### src/rtl/stopwatch_pkg.sv
// -----------------------------------------------------------------------------
// stopwatch_pkg
// Shared types and default constants for the stopwatch core.
//   state_e          : top-level operating state of the stopwatch
//   DEF_CLK_HZ       : default system clock frequency
//   DEF_ADJ_HZ       : default adjust step rate
//   DEF_FIELD_MAX    : default largest minutes / seconds value
//   state_is_counting: helper, true when the time fields advance on ticks
// -----------------------------------------------------------------------------
package stopwatch_pkg;

    typedef enum logic [1:0] {
        PAUSED  = 2'd0,
        RUN     = 2'd1,
        ADJUST  = 2'd2,
        EXPIRED = 2'd3
    } state_e;

    localparam int DEF_CLK_HZ    = 100_000_000;
    localparam int DEF_ADJ_HZ    = 2;
    localparam int DEF_FIELD_MAX = 59;

    function automatic logic state_is_counting(input state_e s);
        return (s == RUN);
    endfunction

endpackage

### src/rtl/tick_divider.sv
// -----------------------------------------------------------------------------
// tick_divider
// Free-running enable generator: produces a one-cycle tick every DIV enabled
// cycles. The count is held at zero while clr is high, so the first tick after
// clr drops comes exactly DIV enabled cycles later.
//   clk   : system clock
//   reset : synchronous active-high reset
//   en    : count enable
//   clr   : synchronous clear (priority over en)
//   tick  : high for the cycle in which the counter sits at DIV-1
// -----------------------------------------------------------------------------
module tick_divider
    import stopwatch_pkg::*;
#(
    parameter int DIV = 8
) (
    input  logic clk,
    input  logic reset,
    input  logic en,
    input  logic clr,
    output logic tick
);

    localparam int               CNT_W    = (DIV > 1) ? $clog2(DIV) : 1;
    localparam logic [CNT_W-1:0] CNT_LAST = CNT_W'(DIV - 1);
    localparam logic [CNT_W-1:0] CNT_ZERO = {CNT_W{1'b0}};
    localparam logic [CNT_W-1:0] CNT_ONE  = CNT_W'(1);

    logic [CNT_W-1:0] cnt_q;
    logic [CNT_W-1:0] cnt_d;

    // Next-count logic: clear, wrap at DIV-1, or hold.
    always_comb begin
        cnt_d = cnt_q;
        if (clr) begin
            cnt_d = CNT_ZERO;
        end else if (en) begin
            if (cnt_q == CNT_LAST) begin
                cnt_d = CNT_ZERO;
            end else begin
                cnt_d = cnt_q + CNT_ONE;
            end
        end else begin
            cnt_d = cnt_q;
        end
    end

    // Counter register.
    always_ff @(posedge clk) begin
        if (reset) begin
            cnt_q <= CNT_ZERO;
        end else begin
            cnt_q <= cnt_d;
        end
    end

    assign tick = en & ~clr & (cnt_q == CNT_LAST);

endmodule

### src/rtl/stopwatch_core.sv
// -----------------------------------------------------------------------------
// stopwatch_core
// Count-up / count-down stopwatch with pause toggle, per-field adjust, lap
// capture and an expiry flag. All timing is derived from the single clock via
// two tick_divider instances (1 Hz count tick, ADJ_HZ adjust step).
// Ports:
//   clk, reset          : system clock, synchronous active-high reset
//   pause, lap          : debounced levels, rising edge is the event
//   adjust, select      : adjust mode level / field select (0 min, 1 sec)
//   count_down          : 1 = decrement on each tick
//   minutes, seconds    : current count (registered)
//   running, expired    : state is RUN / EXPIRED (registered)
//   lap_valid           : a lap has been captured since reset
//   lap_min, lap_sec    : captured lap value
// -----------------------------------------------------------------------------
module stopwatch_core
    import stopwatch_pkg::*;
#(
    parameter int  CLK_HZ  = DEF_CLK_HZ,
    parameter int  ADJ_HZ  = DEF_ADJ_HZ,
    parameter int  MIN_MAX = DEF_FIELD_MAX,
    parameter int  SEC_MAX = DEF_FIELD_MAX,
    localparam int MIN_W   = $clog2(MIN_MAX + 1),
    localparam int SEC_W   = $clog2(SEC_MAX + 1)
) (
    input  logic             clk,
    input  logic             reset,
    input  logic             pause,
    input  logic             lap,
    input  logic             adjust,
    input  logic             select,
    input  logic             count_down,
    output logic [MIN_W-1:0] minutes,
    output logic [SEC_W-1:0] seconds,
    output logic             running,
    output logic             expired,
    output logic             lap_valid,
    output logic [MIN_W-1:0] lap_min,
    output logic [SEC_W-1:0] lap_sec
);

    localparam int ADJ_DIV = CLK_HZ / ADJ_HZ;

    localparam logic [MIN_W-1:0] MIN_ZERO = {MIN_W{1'b0}};
    localparam logic [MIN_W-1:0] MIN_ONE  = MIN_W'(1);
    localparam logic [MIN_W-1:0] MIN_TOP  = MIN_W'(MIN_MAX);
    localparam logic [SEC_W-1:0] SEC_ZERO = {SEC_W{1'b0}};
    localparam logic [SEC_W-1:0] SEC_ONE  = SEC_W'(1);
    localparam logic [SEC_W-1:0] SEC_TOP  = SEC_W'(SEC_MAX);

    state_e           state_q, state_d;
    logic [MIN_W-1:0] minutes_q, minutes_d;
    logic [SEC_W-1:0] seconds_q, seconds_d;
    logic [MIN_W-1:0] lap_min_q, lap_min_d;
    logic [SEC_W-1:0] lap_sec_q, lap_sec_d;
    logic             lap_valid_q, lap_valid_d;
    logic             running_q;
    logic             expired_q;

    // Edge-detect history plus registered events; the registered event is what
    // gives the two-edge pause-to-running latency.
    logic             pause_q, pause_ev_q;
    logic             lap_q, lap_ev_q;

    logic             cnt_tick_s;
    logic             adj_step_s;
    logic             count_zero_s;

    // Prescalers are held cleared outside their own state, which also clears
    // them on entry to that state.
    tick_divider #(.DIV(CLK_HZ)) u_count_div (
        .clk   (clk),
        .reset (reset),
        .en    (state_is_counting(state_q)),
        .clr   (!state_is_counting(state_q)),
        .tick  (cnt_tick_s)
    );

    tick_divider #(.DIV(ADJ_DIV)) u_adjust_div (
        .clk   (clk),
        .reset (reset),
        .en    (state_q == ADJUST),
        .clr   (state_q != ADJUST),
        .tick  (adj_step_s)
    );

    assign count_zero_s = (minutes_q == MIN_ZERO) && (seconds_q == SEC_ZERO);

    // Input edge detection for pause and lap.
    always_ff @(posedge clk) begin
        if (reset) begin
            pause_q    <= 1'b0;
            pause_ev_q <= 1'b0;
            lap_q      <= 1'b0;
            lap_ev_q   <= 1'b0;
        end else begin
            pause_q    <= pause;
            pause_ev_q <= pause & ~pause_q;
            lap_q      <= lap;
            lap_ev_q   <= lap & ~lap_q;
        end
    end

    // Next-state and field arithmetic for the stopwatch FSM.
    always_comb begin
        state_d     = state_q;
        minutes_d   = minutes_q;
        seconds_d   = seconds_q;
        lap_min_d   = lap_min_q;
        lap_sec_d   = lap_sec_q;
        lap_valid_d = lap_valid_q;

        case (state_q)
            PAUSED: begin
                if (adjust) begin
                    state_d = ADJUST;
                end else if (pause_ev_q) begin
                    // Starting a countdown from 00:00 expires immediately.
                    if (count_down && count_zero_s) begin
                        state_d = EXPIRED;
                    end else begin
                        state_d = RUN;
                    end
                end else begin
                    state_d = PAUSED;
                end
            end

            RUN: begin
                // Lap samples the count before this edge's tick is applied.
                if (lap_ev_q) begin
                    lap_min_d   = minutes_q;
                    lap_sec_d   = seconds_q;
                    lap_valid_d = 1'b1;
                end else begin
                    lap_valid_d = lap_valid_q;
                end

                if (cnt_tick_s) begin
                    if (count_down) begin
                        if (seconds_q == SEC_ZERO) begin
                            seconds_d = SEC_TOP;
                            minutes_d = (minutes_q == MIN_ZERO) ? MIN_TOP
                                                                : (minutes_q - MIN_ONE);
                        end else begin
                            seconds_d = seconds_q - SEC_ONE;
                        end
                    end else begin
                        if (seconds_q >= SEC_TOP) begin
                            seconds_d = SEC_ZERO;
                            minutes_d = (minutes_q >= MIN_TOP) ? MIN_ZERO
                                                               : (minutes_q + MIN_ONE);
                        end else begin
                            seconds_d = seconds_q + SEC_ONE;
                        end
                    end
                end else begin
                    seconds_d = seconds_q;
                end

                if (adjust) begin
                    state_d = ADJUST;
                end else if (pause_ev_q) begin
                    state_d = PAUSED;
                end else if (cnt_tick_s && count_down &&
                             (minutes_q == MIN_ZERO) && (seconds_q == SEC_ONE)) begin
                    state_d = EXPIRED;
                end else begin
                    state_d = RUN;
                end
            end

            ADJUST: begin
                // Selected field wraps on its own; no carry between fields.
                if (adj_step_s) begin
                    if (select) begin
                        seconds_d = (seconds_q >= SEC_TOP) ? SEC_ZERO : (seconds_q + SEC_ONE);
                    end else begin
                        minutes_d = (minutes_q >= MIN_TOP) ? MIN_ZERO : (minutes_q + MIN_ONE);
                    end
                end else begin
                    seconds_d = seconds_q;
                end

                if (!adjust) begin
                    state_d = PAUSED;
                end else begin
                    state_d = ADJUST;
                end
            end

            EXPIRED: begin
                if (adjust) begin
                    state_d = ADJUST;
                end else if (pause_ev_q) begin
                    state_d = PAUSED;
                end else begin
                    state_d = EXPIRED;
                end
            end

            default: begin
                state_d = PAUSED;
            end
        endcase
    end

    // State, count, lap and status registers.
    always_ff @(posedge clk) begin
        if (reset) begin
            state_q     <= PAUSED;
            minutes_q   <= MIN_ZERO;
            seconds_q   <= SEC_ZERO;
            lap_min_q   <= MIN_ZERO;
            lap_sec_q   <= SEC_ZERO;
            lap_valid_q <= 1'b0;
            running_q   <= 1'b0;
            expired_q   <= 1'b0;
        end else begin
            state_q     <= state_d;
            minutes_q   <= minutes_d;
            seconds_q   <= seconds_d;
            lap_min_q   <= lap_min_d;
            lap_sec_q   <= lap_sec_d;
            lap_valid_q <= lap_valid_d;
            running_q   <= (state_d == RUN);
            expired_q   <= (state_d == EXPIRED);
        end
    end

    assign minutes   = minutes_q;
    assign seconds   = seconds_q;
    assign running   = running_q;
    assign expired   = expired_q;
    assign lap_valid = lap_valid_q;
    assign lap_min   = lap_min_q;
    assign lap_sec   = lap_sec_q;

endmodule

### config.mk
export PLATFORM = sky130hd
export DESIGN_NAME = stopwatch_core
export DESIGN_NICKNAME = d
export VERILOG_FILES = /design/src/rtl/stopwatch_pkg.sv /design/src/rtl/tick_divider.sv /design/src/rtl/stopwatch_core.sv
export SDC_FILE = /design/constraint.sdc
export NUM_CORES = 1
export LEC_CHECK = 0
export CAP_MARGIN = 20
export CORE_MARGIN = 2
export CORE_UTILIZATION = 45
export DETAILED_ROUTE_END_ITERATION = 16
export GPL_ROUTABILITY_DRIVEN = 0
export PLACE_DENSITY = 0.64
export SETUP_SLACK_MARGIN = 0.05
export SYNTH_ARGS = -nofsm -noshare
export SYNTH_HDL_FRONTEND = slang
export SYNTH_HIERARCHICAL = 1
export SYNTH_SLANG_ARGS = --single-unit
export TNS_END_PERCENT = 30
### constraint.sdc
create_clock -name clk -period 2.15 [get_ports clk]
set_input_delay 0.215 -clock clk [delete_from_list [all_inputs] [get_ports clk]]
set_output_delay 0.215 -clock clk [all_outputs]
set_load 0.01 [all_outputs]
Yosys cells after proc, flatten, opt, wreduce, memory -nomap -nowiden

Index checks and enable logic that the tools add are counted.
W data, S select, Z words.

Register bits: 86
Bits of input ports: 7
Output and inout port bits: 27
Logic and storage cells: 87

Add/sub/neg operators: 6
Order comparisons: 2
Equal/unequal tests: 15
Muxes and demuxes: 27
Bitwise logic cells: 9
Reductions and logical operators: 14

Operator list:

| operator                | count |
|---|---|
| $mux W6                 | 14 |
| $add A27 B1 Y27 const B | 1 |
| $eq A27 B27 Y1 const B  | 1 |
| $add A26 B1 Y26 const B | 1 |
| $eq A26 B26 Y1 const B  | 1 |
| $mux W26                | 1 |
| $pmux W6 S2             | 2 |
| $mux W2                 | 9 |
| $add A6 B1 Y6 const B   | 2 |
| $ge A6 B6 Y1 const B    | 2 |
| $logic_not A6 Y1        | 2 |
| $sub A6 B1 Y6 const B   | 2 |
| $ne A2 B2 Y1 const B    | 5 |
| $pmux W2 S4             | 1 |
| $eq A2 B2 Y1 const B    | 3 |
| $eq A6 B1 Y1 const B    | 1 |
| $ne A3 B3 Y1 const B    | 2 |
| $reduce_and A6 Y1       | 1 |
| $and A1 B1 Y1           | 5 |
| $logic_and A1 B1 Y1     | 5 |
| $eq A2 B1 Y1 const B    | 2 |
| $not A1 Y1              | 4 |
| $reduce_and A4 Y1       | 1 |
| $reduce_or A3 Y1        | 1 |
| 4 further kinds         | 4 |

Logic depth before layout (Yosys ltp)

Word-level depth: 10
Depth in mapped cells: 12
Depth with buffers taken out: 11

By module

Netlist, hierarchy kept.

Modules (own cells, without submodules):

| module                       | times used | cells each | area each (um^2) | sequential area each (um^2) |
|---|---|---|---|---|
| stopwatch_core               | 1          | 233        | 1,856.8          | 660.6 |
| tick_divider at u_count_div  | 1          | 159        | 1,401.3          | 540.5 |
| tick_divider at u_adjust_div | 1          | 146        | 1,244.9          | 520.5 |

Least setup slack after synthesis

No wires, ideal clock.

Path kind: flip-flop to flip-flop
Start: reg state_q[1]
End: reg running_q (netlist: running)
Setup time: 0.115 ns
Arrival: 2.250 ns
Required time: 2.035 ns
Path slack: -0.215 ns
Stages on the path, launching flop included: 13
Buffers on the path: 1
Clock period less this slack: 2.365 ns
Cells stage by stage: dfxtp_1 > nand2b_1 > inv_1 > buf_4 > nand4_1 > nor3_1 > and4_1 > and3b_1 > a21oi_1 > nor4b_1 > a31oi_1 > or2_1 > and2_1

Word-level cells in the longest chain between the ends: 10
Elaborated cells between the ends (all ways): 13
Classes of those cells: eq/ne (4); mux (4); bitwise (1); reduce/logical (4)

Ends and longest elaborated chain:

| element                          | RTL line              | source |
|---|---|---|
| start: declaration               | stopwatch_core.sv:51  | `state_e state_q, state_d;` |
| start signal: assignment         | stopwatch_core.sv:220 | `state_q <= state_d;` |
| $eq A2 B1 Y1                     | stopwatch_pkg.sv:24   | `return (s == RUN);` |
| $and A1 B1 Y1                    | tick_divider.sv:57    | `assign tick = en & ~clr & (cnt_q == CNT_LAST);` |
| net cnt_tick_s                   | stopwatch_core.sv:65  | `logic cnt_tick_s;` |
| $logic_and A1 B1 Y1 (2 in a row) | stopwatch_core.sv:165 | `end else if (cnt_tick_s && count_down &&` |
| $logic_and A1 B1 Y1              | stopwatch_core.sv:166 | `(minutes_q == MIN_ZERO) && (seconds_q == SEC_ONE)) begin` |
| $mux W2                          | stopwatch_core.sv:165 |  |
| $mux W2                          | stopwatch_core.sv:163 | `end else if (pause_ev_q) begin` |
| $mux W2                          | stopwatch_core.sv:161 | `if (adjust) begin` |
| $pmux W2 S4                      | stopwatch_core.sv:113 | `case (state_q)` |
| $eq A2 B1 Y1                     | stopwatch_core.sv:226 | `running_q <= (state_d == RUN);` |
| end signal: assignment           | stopwatch_core.sv:226 |  |
| end: declaration                 | stopwatch_core.sv:57  | `logic running_q;` |

The timed path passes the listed nets, and every way through them passes these cells.
A chain may end at the register's enable or synchronous reset.

Worst setup path in the final report

Start: reg state_q[0]
End: reg minutes_q[0] (netlist: minutes[0])

Word-level cells in the longest chain between the ends: 6
Elaborated cells between the ends (all ways): 15
Classes of those cells: eq/ne (8); mux (1); bitwise (4); reduce/logical (2)

Ends and longest elaborated chain:

| element                       | RTL line              | source |
|---|---|---|
| $ne A2 B2 Y1                  | stopwatch_core.sv:83  | `.clr (state_q != ADJUST),` |
| $not A1 Y1                    | tick_divider.sv:57    |  |
| $and A1 B1 Y1 * (2 in a row)  | tick_divider.sv:57    |  |
| net adj_step_s                | stopwatch_core.sv:66  | `logic adj_step_s;` |
| $ne A2 B2 Y1 (no line) *      | -                     |  |
| $reduce_and A6 Y1 (no line) * | -                     |  |
| end signal: assignment        | stopwatch_core.sv:221 | `minutes_q <= minutes_d;` |
| end: declaration              | stopwatch_core.sv:52  | `logic [MIN_W-1:0] minutes_q, minutes_d;` |

Mark *: on every way through the listed nets, which the timed path passes. The rest lies on a longest branch.

==> results.sh <==
export IMPL_routed_wl_mm=11.0
export IMPL_synth_compound_area_frac=0.181
export IMPL_synthXorXnorAreaFrac=0.0506
export IMPL_wire_per_inst_um=14.8
export IMPL_grt_pass1_vias=4007
export IMPL_place_worst_setup_slack_ns=-0.0228
export IMPL_worst_pin_slew_ns=0.502
export IMPL_dr_first_iter_drc_count=208
export IMPL_clk_pin_slew_ns=0.09
export IMPL_ir_drop_v=0.000339
export IMPL_worst_setup_path_type="flop to flop"
export IMPL_cts_buffer_depth=2
export IMPL_synthSimpleGateAreaFrac=0.291
export IMPL_grt_max_degree=35
export IMPL_synth_cells=538
export IMPL_worst_slack_ns=0.00170
export IMPL_finalClockSkew_ns=0.0128
export IMPL_area_growth_pct=23.3
export IMPL_synth_area_sq_um=4500
export IMPL_antenna_left=0
export IMPL_final_cell_mix="dfxtp_1 (83), buf_4 (54), a21oi_1 (51), nand2_1 (51), nor2_1 (45)"
export IMPL_rsz0062_at_grt="true"
export IMPL_cts_tree="built"
export IMPL_cp_required_ns=2.45
export IMPL_synth_top_family_by_area="simple AND/OR/NAND/NOR gates"
export IMPL_syn_area_per_cell_sq_um=8.37
export IMPL_cts_sinks=86
export IMPL_crit_path_end_kind="flop"
export IMPL_cp_max_fo=9
export IMPL_num_vias=4252
export IMPL_clock_latency_ns=0.36
export IMPL_final_common_cell="dfxtp_1"
export IMPL_synth_mux_area_fraction=0.00889
export IMPL_maxSlewViolCount=0
export IMPL_cp_arrival_ns=2.45
export IMPL_grt_antenna_before_repair=0
export IMPL_maxCapViolations=0
export IMPL_setup_viol=0
export IMPL_io_buffers=33
export IMPL_utilization=0.571
export IMPL_synth_edff_count=0
export IMPL_htree_levels=3
export IMPL_crit_path_start_kind="flop"
export IMPL_die_w_um=104
export IMPL_synthesis_nets=555
export IMPL_via_per_inst=5.71
export IMPL_period_share=0.999
export IMPL_yosysWarnings=6
export IMPL_drtPass1Iterations=5
export IMPL_initial_core_util=0.463
export IMPL_synth_ff_type="dfxtp_1"
export IMPL_root_buffer="clkbuf_8"
export IMPL_core_sq_um=9730
export IMPL_synthAdderAreaFrac=0.0300
export IMPL_hold_violations=0
export IMPL_drive_gt1_frac=0.175
export IMPL_setup_tns_ns=0
export IMPL_power_leakage_uw=0.00189
export IMPL_numCtsBuffers=9
export IMPL_min_path_type="flop to flop"
export IMPL_grt_pass1_wl_mm=18.7
export IMPL_overflow=0
export IMPL_rows=36
export IMPL_ys_ff_latch=86
export IMPL_dp_hpwl_mm=7.72
export IMPL_drt_drc_violations_left=0
export IMPL_die_h_um=104
export IMPL_n_antenna_cell=0
export IMPL_finalNetCount=624
export IMPL_power_density_nw_per_um2=545
export IMPL_ys_types=65
export IMPL_yosysSeqAreaShare=0.382
export IMPL_synth_async_reset_ratio=0
export IMPL_dieArea_sq_um=10800
export IMPL_slew_headroom=0.665
export IMPL_max_freq_mhz=465
export IMPL_period_minus_slack_ns=2.15
export IMPL_ioPinCount=34
export IMPL_status="finished, final reports clean"
export IMPL_grt_util_all_layers=0.207
## worst paths after layout
| path | startpoint | endpoint | slack (ns) | cells past startpoint |
|---|---|---|---|---|
| worst max-delay path | state_q[0]$_SDFF_PP0_ | minutes[0]$_SDFFE_PP0P_ | 0.002 | 9 |
| worst min-delay path | lap_q$_SDFF_PP0_ | lap_ev_q$_SDFF_PP0_ | 0.39 | 1 |
| worst max register to register | state_q[0]$_SDFF_PP0_ | minutes[0]$_SDFFE_PP0P_ | 0.002 | 9 |
| worst min register to register | lap_q$_SDFF_PP0_ | lap_ev_q$_SDFF_PP0_ | 0.39 | 1 |
## state kept, by name, indices dropped and copies added, names as in the netlist, 2 cells and up
name / count
lap_min: 6
lap_sec: 6
minutes: 6
seconds: 6
state_q: 2
u_adjust_div/cnt_q: 26
u_count_div/cnt_q: 27
## critical path, cell delays in order, from the launching register on
cell and delay [ns]:
dfxtp_2 0.35, nand2b_1 0.19, inv_4 0.10, and4_1 0.19, nand4_1 0.13, nor3_2 0.26, a32o_2 0.25, o21ai_4 0.09
or3_1 0.37, a21oi_2 0.14
## layer usage
metal	up-vias	share of wire	GRT usage	routed length [um]
met3	21	0.040	0.0307	439
met5	-	0	0	0
met1	2022	0.47	0.270	5200
met2	100	0.47	0.344	5170
met4	0	0.019	0.0811	207
li1	2109	-	-	-
## Yosys cell counts (all sizes together), types with 4 or more instances
library cell  count  share of area
or4              16          0.028
nand2b            4         0.0056
buf              18          0.030
nor4b             4         0.0078
inv              20          0.017
and2              4         0.0056
ha               10          0.028
mux2i             4         0.0089
a31oi             5         0.0069
nand2            52          0.044
xor2             11          0.021
nand4            14          0.031
o21ai            28          0.033
and3             10          0.015
xnor2            15          0.029
nor2b             7         0.0097
a21oi            52          0.058
or3              19          0.028
dfxtp            86           0.38
clkbuf           11         0.0092
nor3             15          0.019
nor2             46          0.039
and4              7          0.014
nand3            26          0.030
a311oi            5         0.0097
o31ai            14          0.026
nor4              4         0.0056
## logic make-up after synthesis
family,count (synthesis)
simple gates,234
compound gates,128
flops,86
buf+inv,49
xor+xnor,26
fa+ha+maj,11
mux,4
## area by class of cell
type                            count  area (sq um)
Timing Repair Buffer               87           736
Fill cell                         932          4180
Sequential cell                    86          1730
Multi-Input combinational cell    403          2610
Clock inverter                      5          81.3
Tap cell                          133           166
Inverter                           20          80.1
Clock buffer                       11           151
## power by group
part           internal, uW  switching, uW  total [uW]
logic                  48.0           68.0         116
registers              1600           5.05        1600
clock network           718            587        1310
total                  2360            660        3020
## per-stage QoR
step	hold WS, ns	instance area, sq um	total power [uW]	std cells
2_1_floorplan	0.292	4530	1710	538
3_3_place_gp	0.375	5240	1750	728
3_5_place_dp	0.378	5240	1750	728
4_1_cts	0.391	5480	3050	744
5_1_grt	0.402	5550	3140	745
6_report	0.388	5550	3020	745
## what timing repair did
| item | CTS | global route |
|---|---|---|
| endpoints found under the setup margin | 11 | 24 |
| gates resized for setup | 4 | 18 |
| pin swaps | 4 | 2 |
| hold buffers | 0 | 0 |
| buffers inserted | 0 | 1 |
No activity file was read; power rests on OpenSTA's default activity.
